==> src/rtl/checksum_accumulator.sv <==
// Accumulates the w/x/y/z weighted checksums of one arraySize x arraySize result block
// and presents them with a one-cycle valid_acc strobe after the final row.
// state | meaning
// IDLE  | no rows of the current block accepted yet, accumulators are zero
// ACCUM | 1..arraySize-1 rows of the current block accepted
module checksum_accumulator #(
  parameter int arraySize    = 4,
  parameter int inputBits    = 8,
  parameter int addressWidth = $clog2(arraySize),
  parameter int dataWidth    = 2*inputBits+addressWidth,
  parameter int accWidth     = 2*inputBits+3*arraySize
) (
  input  logic                          clk,
  input  logic                          rst,
  input  logic                          valid_row,
  input  logic [arraySize*dataWidth-1:0] row_data,
  output logic [accWidth-1:0]           w_acc,
  output logic [accWidth-1:0]           x_acc,
  output logic [accWidth-1:0]           y_acc,
  output logic [accWidth-1:0]           z_acc,
  output logic                          valid_acc
);

  localparam int CntWidth = $clog2(arraySize+1);

  typedef enum logic [0:0] {IDLE, ACCUM} state_t;

  state_t                state_q, state_d;
  logic [CntWidth-1:0]   cnt_q, cnt_d;
  logic [accWidth-1:0]   aw_q, aw_d, ax_q, ax_d, ay_q, ay_d, az_q, az_d;
  logic [accWidth-1:0]   w_acc_q, w_acc_d, x_acc_q, x_acc_d;
  logic [accWidth-1:0]   y_acc_q, y_acc_d, z_acc_q, z_acc_d;
  logic                  valid_acc_q, valid_acc_d;

  logic [accWidth-1:0]   lane, rs, rw, row_mul;
  logic [accWidth-1:0]   sum_w, sum_x, sum_y, sum_z;
  logic                  last_row;

  always_comb begin
    lane = '0;
    rs   = '0;
    rw   = '0;
    for (int j = 0; j < arraySize; j++) begin
      lane = accWidth'(row_data[j*dataWidth +: dataWidth]);
      rs   = rs + lane;
      rw   = rw + lane * accWidth'(j+1);
    end
    // Row weight (i+1) comes straight from the count of rows already taken.
    row_mul  = accWidth'(cnt_q) + accWidth'(1);
    sum_w    = aw_q + rs;
    sum_x    = ax_q + rw;
    sum_y    = ay_q + row_mul * rs;
    sum_z    = az_q + row_mul * rw;
    last_row = valid_row && (cnt_q == CntWidth'(arraySize-1));
  end

  always_comb begin
    state_d     = state_q;
    cnt_d       = cnt_q;
    aw_d        = aw_q;
    ax_d        = ax_q;
    ay_d        = ay_q;
    az_d        = az_q;
    w_acc_d     = w_acc_q;
    x_acc_d     = x_acc_q;
    y_acc_d     = y_acc_q;
    z_acc_d     = z_acc_q;
    valid_acc_d = 1'b0;
    case (state_q)
      IDLE, ACCUM: begin
        if (last_row) begin
          // Final row covers arraySize = 1 too, where IDLE is also the last row.
          w_acc_d     = sum_w;
          x_acc_d     = sum_x;
          y_acc_d     = sum_y;
          z_acc_d     = sum_z;
          valid_acc_d = 1'b1;
          aw_d        = '0;
          ax_d        = '0;
          ay_d        = '0;
          az_d        = '0;
          cnt_d       = '0;
          state_d     = IDLE;
        end else if (valid_row) begin
          aw_d    = sum_w;
          ax_d    = sum_x;
          ay_d    = sum_y;
          az_d    = sum_z;
          cnt_d   = cnt_q + CntWidth'(1);
          state_d = ACCUM;
        end
      end
      default: state_d = IDLE;
    endcase
  end

  always_ff @(posedge clk) begin
    if (rst) begin
      state_q     <= IDLE;
      cnt_q       <= '0;
      aw_q        <= '0;
      ax_q        <= '0;
      ay_q        <= '0;
      az_q        <= '0;
      w_acc_q     <= '0;
      x_acc_q     <= '0;
      y_acc_q     <= '0;
      z_acc_q     <= '0;
      valid_acc_q <= 1'b0;
    end else begin
      state_q     <= state_d;
      cnt_q       <= cnt_d;
      aw_q        <= aw_d;
      ax_q        <= ax_d;
      ay_q        <= ay_d;
      az_q        <= az_d;
      w_acc_q     <= w_acc_d;
      x_acc_q     <= x_acc_d;
      y_acc_q     <= y_acc_d;
      z_acc_q     <= z_acc_d;
      valid_acc_q <= valid_acc_d;
    end
  end

  assign w_acc     = w_acc_q;
  assign x_acc     = x_acc_q;
  assign y_acc     = y_acc_q;
  assign z_acc     = z_acc_q;
  assign valid_acc = valid_acc_q;

endmodule
==> config.mk <==
export PLATFORM = sky130hd
export DESIGN_NAME = checksum_accumulator
export DESIGN_NICKNAME = d
export VERILOG_FILES = /design/src/rtl/checksum_accumulator.sv
export SDC_FILE = /design/constraint.sdc
export NUM_CORES = 1
export LEC_CHECK = 0
export CORE_MARGIN = 1.5
export CORE_UTILIZATION = 65
export CTS_CLUSTER_DIAMETER = 30
export DETAILED_ROUTE_END_ITERATION = 16
export GPL_TIMING_DRIVEN = 0
export PLACE_DENSITY = 0.89
export SYNTH_ARGS = -nofsm -noshare
export SYNTH_HDL_FRONTEND = slang
export SYNTH_SLANG_ARGS = --single-unit
==> constraint.sdc <==
create_clock -name clk -period 19.4 [get_ports clk]
set_input_delay 4.85 -clock clk [delete_from_list [all_inputs] [get_ports clk]]
set_output_delay 4.85 -clock clk [all_outputs]
set_load 0.02 [all_outputs]
==> impl_metrics.tcl, run 1 <==
set metrics [dict create \
    use_met3 0.112 \
    grt-busiest-layer "met2" \
    globalplace.congestion 0.979 \
    path_class "in -> reg" \
    cts_htree_levels 2 \
    nets 3206 \
    ys_types 85 \
    met1_usage 0.524 \
    dieArea_um2 33800 \
    syn_nets 2962 \
    drc 0 \
    status "complete, no violations" \
    relSlewSlack 0.0146 \
    dpl.hpwl_um 54700 \
    synthFlopType "dfxtp_1" \
    clk_pin_slew_ns 0.05 \
    io_pins 188 \
    period_needed_ns 13.05 \
    cts_buffers 56 \
    grt_use_total 0.434 \
    via_per_inst 6.19 \
    cts.path.max_buffers 3 \
    postLayoutCellArea_um2 25800 \
    antenna_left 0 \
    drt-total-wl_um 72800 \
    whs_path_depth 2 \
    synth_area_per_cell_um2 8.45 \
    cts_root_buf "clkbuf_16" \
    setup_viol 0 \
    setup_tns_ns 0 \
    clock_latency_ns 0.61 \
    cp-end-kind "flip-flop" \
    crit_top_cell "fa_1" \
    drv_slew 0 \
    dr_total_vias 20100 \
    rows 66 \
    worstRegToRegCells 17 \
    antenna_found_initial 0 \
    maxCapViolCount 0 \
    timing.final.crit_share 0.672 \
    cpPeakStageDelay_ns 0.58 \
    seq_area_frac_synth 0.214 \
    yosys_warnings 0 \
    hold_viol_final 0 \
    cts_hold_buffers 0 \
    grt_max_degree 16 \
    finalClockSkew_ns 0.0329 \
    overflow 0 \
    fmax_ghz 0.0767 \
    grt_pass1_wl_um 111000 \
    synth.largest_area_cell "dfxtp_1" \
    cts_setup_buffers 0 \
    worst_pin_slew_ns 1.48 \
    postLayoutCoreUtil 0.797 \
    dpl_cell_area_um2 23700 \
    rsz0062_at_grt "false" \
    first_pass_iters 8 \
    syn-instance-count 2520 \
    start_kind "input port" \
    crit_fanout 6 \
    cp.required_ns 19.86 \
    hold_path_class "reg -> reg" \
    ys_ff_latch 228 \
    wl_per_cell_um 22.4 \
    area_growth_pct 21.2 \
    num_antenna_cells 0 \
    ctsResizeCount 0 \
    die_w_um 184 \
    synth_area_um2 21300 \
    drive_gt1_frac 0.0584 \
    synth.most_common_cell "inv_1" \
    postSynth.asyncResetShare 0 \
    synth_top_area_frac 0.214 \
    drt_iter0_drc 2101 \
    first_global_vias 20100 \
    synth_edf_count 0 \
    clkSinkCount 228 \
    core_um2 32400 \
    die_h_um 184 \
    cts_tree "yes" \
    io_buffers 186 \
    synth_commonest_cells "inv_1 (388), nor2_1 (237), nand2_1 (229)" \
    arrival_ns 13.51 \
    whs_ns 0.448 \
    initial_utilization 0.658 \
    synth_area_leaders "dfxtp_1 (21%), fa_1 (20%), ha_1 (9.2%)" \
    grt_util_met2 0.698 \
    crit_slowest_cell "clkdlybuf4s50_1" \
]
[cell type report]
| class | count | area [um^2] |
|---|---|---|
| timing repair buffer | 186 | 1860 |
| multi-input combinational | 1800 | 14900 |
| sequential | 228 | 4560 |
| inverter | 389 | 1460 |
| tap | 442 | 553 |
| buffer | 103 | 397 |
| fill | 2127 | 6580 |
| clock inverter | 36 | 573 |
| clock buffer | 68 | 1520 |
[kinds of logic (layout without fill, tap and decap cells)]
group | count (synthesis) | after routing | share of synthesized area
flip-flops | 228 | 228 | 0.214
AO/OA/AOI/OAI | 540 | 540 | 0.174
AND/OR/NAND/NOR | 700 | 700 | 0.151
XOR/XNOR | 136 | 136 | 0.0563
adder cells (fa/ha/maj) | 367 | 367 | 0.290
buffers and inverters | 492 | 782 | 0.0872
multiplexers | 57 | 57 | 0.0268
[routing by layer]
layer | share of wire | vias up
li1 | - | 8858
met1 | 0.37 | 9767
met2 | 0.46 | 1170
met3 | 0.10 | 329
met4 | 0.065 | 0
met5 | 0 | -
[per-stage QoR]
| stage | std cells | worst slack, ns |
|---|---|---|
| final | 3252 | 6.35 |
| after global routing | 3252 | 6.08 |
| after CTS | 3252 | 6.58 |
| after detailed placement | 3148 | 6.13 |
| after global placement | 3148 | 6.32 |
| after floorplan | 2520 | 7.67 |
[worst max-delay path, delay by kind of cell]
| family | cells | cell delay [ns] |
|---|---|---|
| XOR/XNOR | 2 | 0.76 |
| AND/OR/NAND/NOR | 2 | 0.25 |
| buffers and inverters | 5 | 0.86 |
| adder cells (fa/ha/maj) | 9 | 3.99 |
| AO/OA/AOI/OAI | 12 | 2.80 |
[registers in the layout (all words and copies together) (netlist names)]
register,flops
x_acc,28
cnt_q,3
ay_q,28
aw_q,28
ax_q,28
az_q,28
valid_acc,1
w_acc,28
y_acc,28
z_acc,28
[worst paths after layout]
kind                               start                     end  slack, ns
hold / removal    x_acc[24]$_SDFFE_PP0P_  x_acc[24]$_SDFFE_PP0P_       0.45
setup / recovery            row_data[37]  z_acc[27]$_SDFFE_PP0P_       6.35
hold reg to reg   x_acc[24]$_SDFFE_PP0P_  x_acc[24]$_SDFFE_PP0P_       0.45
setup reg to reg   cnt_q[0]$_SDFFE_PP0P_  y_acc[22]$_SDFFE_PP0P_      12.93
[cell usage in the layout (no fill, tap or decap), types with 15 or more instances in the layout]
| master | count |
|---|---|
| mux2i_1 | 57 |
| fa_1 | 211 |
| dfxtp_1 | 228 |
| xnor2_1 | 82 |
| nand2_1 | 229 |
| a21o_1 | 66 |
| clkbuf_16 | 57 |
| a21oi_1 | 168 |
| nor2_1 | 237 |
| a211oi_1 | 29 |
| ha_1 | 156 |
| nand4_1 | 21 |
| nor2b_1 | 28 |
| o21bai_1 | 19 |
| nand3_1 | 45 |
| clkdlybuf4s50_1 | 186 |
| inv_1 | 388 |
| o21ai_0 | 85 |
| nand2b_1 | 29 |
| xor2_1 | 53 |
| a22o_1 | 25 |
| and2_1 | 20 |
| nor3_1 | 16 |
| o21a_1 | 15 |
| clkbuf_1 | 96 |
| and3_1 | 21 |
Power of run 1 is left out: the tool's default activity adds up to more than one toggle a clock period on the data nets, which glitch-free logic cannot reach.
==> run 2: changes to the inputs <==
--- a/config.mk
+++ b/config.mk
@@ -6,11 +6,11 @@
 export NUM_CORES = 1
 export LEC_CHECK = 0
 export CORE_MARGIN = 1.5
-export CORE_UTILIZATION = 65
+export CORE_UTILIZATION = 54
 export CTS_CLUSTER_DIAMETER = 30
 export DETAILED_ROUTE_END_ITERATION = 16
 export GPL_TIMING_DRIVEN = 0
-export PLACE_DENSITY = 0.89
+export PLACE_DENSITY = 0.79
 export SYNTH_ARGS = -nofsm -noshare
 export SYNTH_HDL_FRONTEND = slang
 export SYNTH_SLANG_ARGS = --single-unit
==> constraint.sdc (replaced) <==
create_clock -name clk -period 11 [get_ports clk]
set_input_delay 2.75 -clock clk [delete_from_list [all_inputs] [get_ports clk]]
set_output_delay 2.75 -clock clk [all_outputs]
set_load 0.02 [all_outputs]
==> impl_metrics.tcl, run 2 (synthesis results as in run 1) <==
set metrics [dict create \
    cp-end-kind "flip-flop" \
    wl_per_cell_um 20.4 \
    via_per_inst 5.69 \
    timing.final.ws_setup_ns 0.393 \
    rsz0062_at_grt "false" \
    antenna_left 0 \
    dr_total_vias 18900 \
    nets 3205 \
    rows 72 \
    reg2reg_setup_slack_ns 4.65 \
    start_kind "input port" \
    cts.path.max_buffers 3 \
    layout_common_cells "inv_1 (388), nor2_1 (237), nand2_1 (229)" \
    drv_slew 0 \
    cp-startpoint "row_data[3]" \
    pre_cts_slack_ns -0.283 \
    die_w_um 202 \
    area_growth_pct 20.7 \
    dpl.hpwl_um 54700 \
    grt_use_total 0.335 \
    drive_gt1_frac 0.0580 \
    clock_latency_ns 0.61 \
    first_global_vias 18800 \
    relSlewSlack 0.191 \
    arrival_ns 11.07 \
    crit_top_cell "fa_1" \
    status "complete, no violations" \
    crit_slowest_cell "fa_1" \
    finalClockSkew_ns 0.0429 \
    path_class "in -> reg" \
    cts_tree "yes" \
    overflow 0 \
    hold_path_class "reg -> reg" \
    hold_viol_final 0 \
    dpl_cell_area_um2 23800 \
    initial_utilization 0.549 \
    io_pins 188 \
    drt_iter0_drc 1421 \
    num_antenna_cells 0 \
    globalplace.congestion 0.961 \
    cts_setup_buffers 0 \
    io_buffers 186 \
    crit_fanout 7 \
    clk_pin_slew_ns 0.05 \
    worst_pin_slew_ns 1.21 \
    die_h_um 202 \
    core_um2 38700 \
    maxCapViolCount 0 \
    cts_htree_levels 2 \
    setup_viol 0 \
    drc 0 \
    grt_max_degree 16 \
    timing.final.crit_share 0.964 \
    cts_root_buf "clkbuf_16" \
    r2r-start "cnt_q[0]$_SDFFE_PP0P_" \
    cts_buffers 55 \
    cpPeakStageDelay_ns 0.53 \
    setup_tns_ns 0 \
    dieArea_um2 40600 \
    antenna_found_initial 1 \
    worstSetupEndpoint "z_acc[27]$_SDFFE_PP0P_" \
    first_pass_iters 5 \
    period_needed_ns 10.61 \
    r2r-end "z_acc[18]$_SDFFE_PP0P_" \
    clkSinkCount 228 \
    worstRegToRegCells 17 \
    grt_pass1_wl_um 105000 \
    fmax_ghz 0.0943 \
    postLayoutCellArea_um2 25700 \
    whs_ns 0.448 \
    cp.required_ns 11.46 \
    layout_commonest_cell "inv_1" \
    drt-total-wl_um 68000 \
]
run 2: worst min path at each step:
stage          depth (start not counted)              startpoint  slack, ns                endpoint
4_1_cts                                2  z_acc[27]$_SDFFE_PP0P_       0.45  z_acc[27]$_SDFFE_PP0P_
5_1_grt                                2   y_acc[7]$_SDFFE_PP0P_       0.48   y_acc[7]$_SDFFE_PP0P_
2_1_floorplan                          2   az_q[24]$_SDFFE_PP0P_       0.43   az_q[24]$_SDFFE_PP0P_
3_3_place_gp                           2  x_acc[23]$_SDFFE_PP0P_       0.43  x_acc[23]$_SDFFE_PP0P_
3_5_place_dp                           2  x_acc[15]$_SDFFE_PP0P_       0.44  x_acc[15]$_SDFFE_PP0P_
6_report                               2  x_acc[24]$_SDFFE_PP0P_       0.45  x_acc[24]$_SDFFE_PP0P_
run 2: cell type report:
class	count	area (um^2)
tap	518	648
fill	3276	13000
sequential	228	4560
multi-input combinational	1800	14900
buffer	103	397
clock inverter	34	380
clock buffer	69	1510
inverter	389	1460
timing repair buffer	186	1860
run 2: what timing repair did:
item | in CTS | in global routing
hold buffers | 0 | 0
resized for setup | 0 | 1
setup endpoints to repair | 0 | 1
endpoints found under the hold margin | 0 | 0
run 2: critical path: cells and delay by family:
| family | cells | cell delay, ns |
|---|---|---|
| fa+ha+maj | 9 | 3.97 |
| xor+xnor | 2 | 0.72 |
| simple gates | 1 | 0.13 |
| buf+inv | 5 | 0.66 |
| compound gates | 12 | 2.82 |
run 2: layer usage:
layer / wire length (um) / track usage / up-vias
met5: 0 / 0 / -
met4: 1590 / 0.0962 / 0
met3: 4500 / 0.0452 / 111
met2: 32700 / 0.564 / 685
met1: 29100 / 0.449 / 9312
li1: - / - / 8829
run 2: metrics by stage:
step	util	instances
floorplan	-	2520
global placement	0.614	3224
detailed placement	0.614	3224
CTS	0.663	3327
global route	0.663	3327
finish	0.663	3327
Power of run 2 is left out for the same reason.
==> run 3: changes to the inputs <==
--- a/config.mk
+++ b/config.mk
@@ -5,12 +5,14 @@
 export SDC_FILE = /design/constraint.sdc
 export NUM_CORES = 1
 export LEC_CHECK = 0
-export CORE_MARGIN = 1.5
-export CORE_UTILIZATION = 54
+export CELL_PAD_IN_SITES_DETAIL_PLACEMENT = 1
+export CELL_PAD_IN_SITES_GLOBAL_PLACEMENT = 1
+export CORE_UTILIZATION = 41
 export CTS_CLUSTER_DIAMETER = 30
 export DETAILED_ROUTE_END_ITERATION = 16
 export GPL_TIMING_DRIVEN = 0
 export PLACE_DENSITY = 0.79
+export SKIP_CTS_REPAIR_TIMING = 1
 export SYNTH_ARGS = -nofsm -noshare
 export SYNTH_HDL_FRONTEND = slang
 export SYNTH_SLANG_ARGS = --single-unit
==> impl_metrics.tcl, run 3 (synthesis results as in run 1) <==
set metrics [dict create \
    status "complete, no violations" \
    area_growth_pct 23.6 \
    timing.final.ws_setup_ns 0.332 \
    antenna_left 0 \
    cts_root_buf "clkbuf_16" \
    drt-total-wl_um 77900 \
    rsz0062_at_grt "false" \
    maxCapViolCount 0 \
    arrival_ns 11.14 \
    dr_total_vias 19300 \
    nets 3219 \
    period_needed_ns 10.67 \
    setup_viol 0 \
    drive_gt1_frac 0.0636 \
    globalplace.congestion 0.937 \
    worstRegToRegCells 17 \
    top_layer "met4" \
    cts_htree_levels 3 \
    first_global_vias 21000 \
    worst_pin_slew_ns 1.15 \
    rows 83 \
    io_buffers 186 \
    drc 0 \
    hold_viol_final 0 \
    layout_common_cells "inv_1 (388), nor2_1 (237), nand2_1 (229)" \
    via_per_inst 5.48 \
    grt_pass1_wl_um 121000 \
    layout_commonest_cell "inv_1" \
    cts_buffers 69 \
    routed-wl-met2_um 37300 \
    clk_pin_slew_ns 0.04 \
    drv_slew 0 \
    overflow 0 \
    start_kind "input port" \
    relSlewSlack 0.228 \
    hold_path_class "reg -> reg" \
    die_w_um 230 \
    cts_tree "yes" \
    cpPeakStageDelay_ns 0.53 \
    whs_path_depth 2 \
    die_h_um 230 \
    finalClockSkew_ns 0.0306 \
    cp-end-kind "flip-flop" \
    timing.final.crit_share 0.970 \
    cts.path.max_buffers 3 \
    setup_tns_ns 0 \
    antenna_found_initial 1 \
    r2r-start "cnt_q[0]$_SDFFE_PP0P_" \
    crit_slowest_cell "fa_1" \
    io_pins 188 \
    crit_fanout 7 \
    clock_latency_ns 0.60 \
    grt_max_degree 11 \
    first_pass_iters 5 \
    core_um2 51300 \
    wl_per_cell_um 22.2 \
    wl_met1_um 33600 \
    drt_iter0_drc 1163 \
    stdcell_count 3512 \
    cp.required_ns 11.47 \
    r2r-end "z_acc[26]$_SDFFE_PP0P_" \
    route.met3.wl_um 3370 \
    initial_utilization 0.415 \
    crit_top_cell "fa_1" \
    min_from "z_acc[5]$_SDFFE_PP0P_" \
    path_class "in -> reg" \
    dp.cells 3386 \
    clkSinkCount 228 \
    dpl.hpwl_um 62400 \
    reg2reg_setup_slack_ns 4.78 \
    grt_use_total 0.297 \
    hold-path-endpoint "z_acc[5]$_SDFFE_PP0P_" \
    pre_cts_slack_ns -0.346 \
    dieArea_um2 52800 \
    fmax_ghz 0.0937 \
]
run 3: cell count changes in the layout (fill, tap and decap cells not counted), sizes merged:
cell	before	now
bufinv	5	2
diode	0	1
inv	388	389
clkinv	18	15
clkinvlp	12	11
clkbuf	159	187
run 3: per-stage QoR:
step	cell area [um^2]	hold WS (ns)	utilization
floorplan	21300	0.425	-
global placement	24000	0.438	0.468
detailed placement	24000	0.449	0.468
CTS	26300	0.455	0.512
global route	26300	0.472	0.513
finish	26300	0.452	0.513
run 3: routing by layer:
| metal | vias to the layer above | global-route usage |
|---|---|---|
| met5 | - | 0 |
| met4 | 0 | 0.133 |
| met1 | 9775 | 0.376 |
| li1 | 8851 | - |
| met3 | 153 | 0.0418 |
| met2 | 481 | 0.502 |
run 3: worst max path at each step:
stage / from / endpoint / depth (start not counted)
finish: row_data[37] / z_acc[27]$_SDFFE_PP0P_ / 29
global route: row_data[37] / z_acc[27]$_SDFFE_PP0P_ / 30
CTS: row_data[37] / z_acc[27]$_SDFFE_PP0P_ / 30
detailed placement: row_data[1] / ay_q[22]$_SDFFE_PP0P_ / 30
global placement: row_data[3] / az_q[27]$_SDFFE_PP0P_ / 30
floorplan: row_data[3] / z_acc[27]$_SDFFE_PP0P_ / 28
run 3: area by class of cell:
cell class | count | area [um^2]
Fill cell | 6120 | 25000
Multi-Input combinational cell | 1800 | 14900
Sequential cell | 228 | 4560
Clock buffer | 97 | 2020
Timing Repair Buffer | 186 | 1860
Inverter | 389 | 1460
Tap cell | 680 | 851
Buffer | 103 | 397
Clock inverter | 28 | 248
Antenna cell | 1 | 2.50
run 3: worst max-delay path, delay by kind of cell:
| kind | cells | cell delay [ns] |
|---|---|---|
| fa+ha+maj | 9 | 3.92 |
| compound gates | 12 | 2.91 |
| buf+inv | 5 | 0.77 |
| xor+xnor | 2 | 0.67 |
| simple gates | 1 | 0.12 |
Power of run 3 is left out for the same reason.
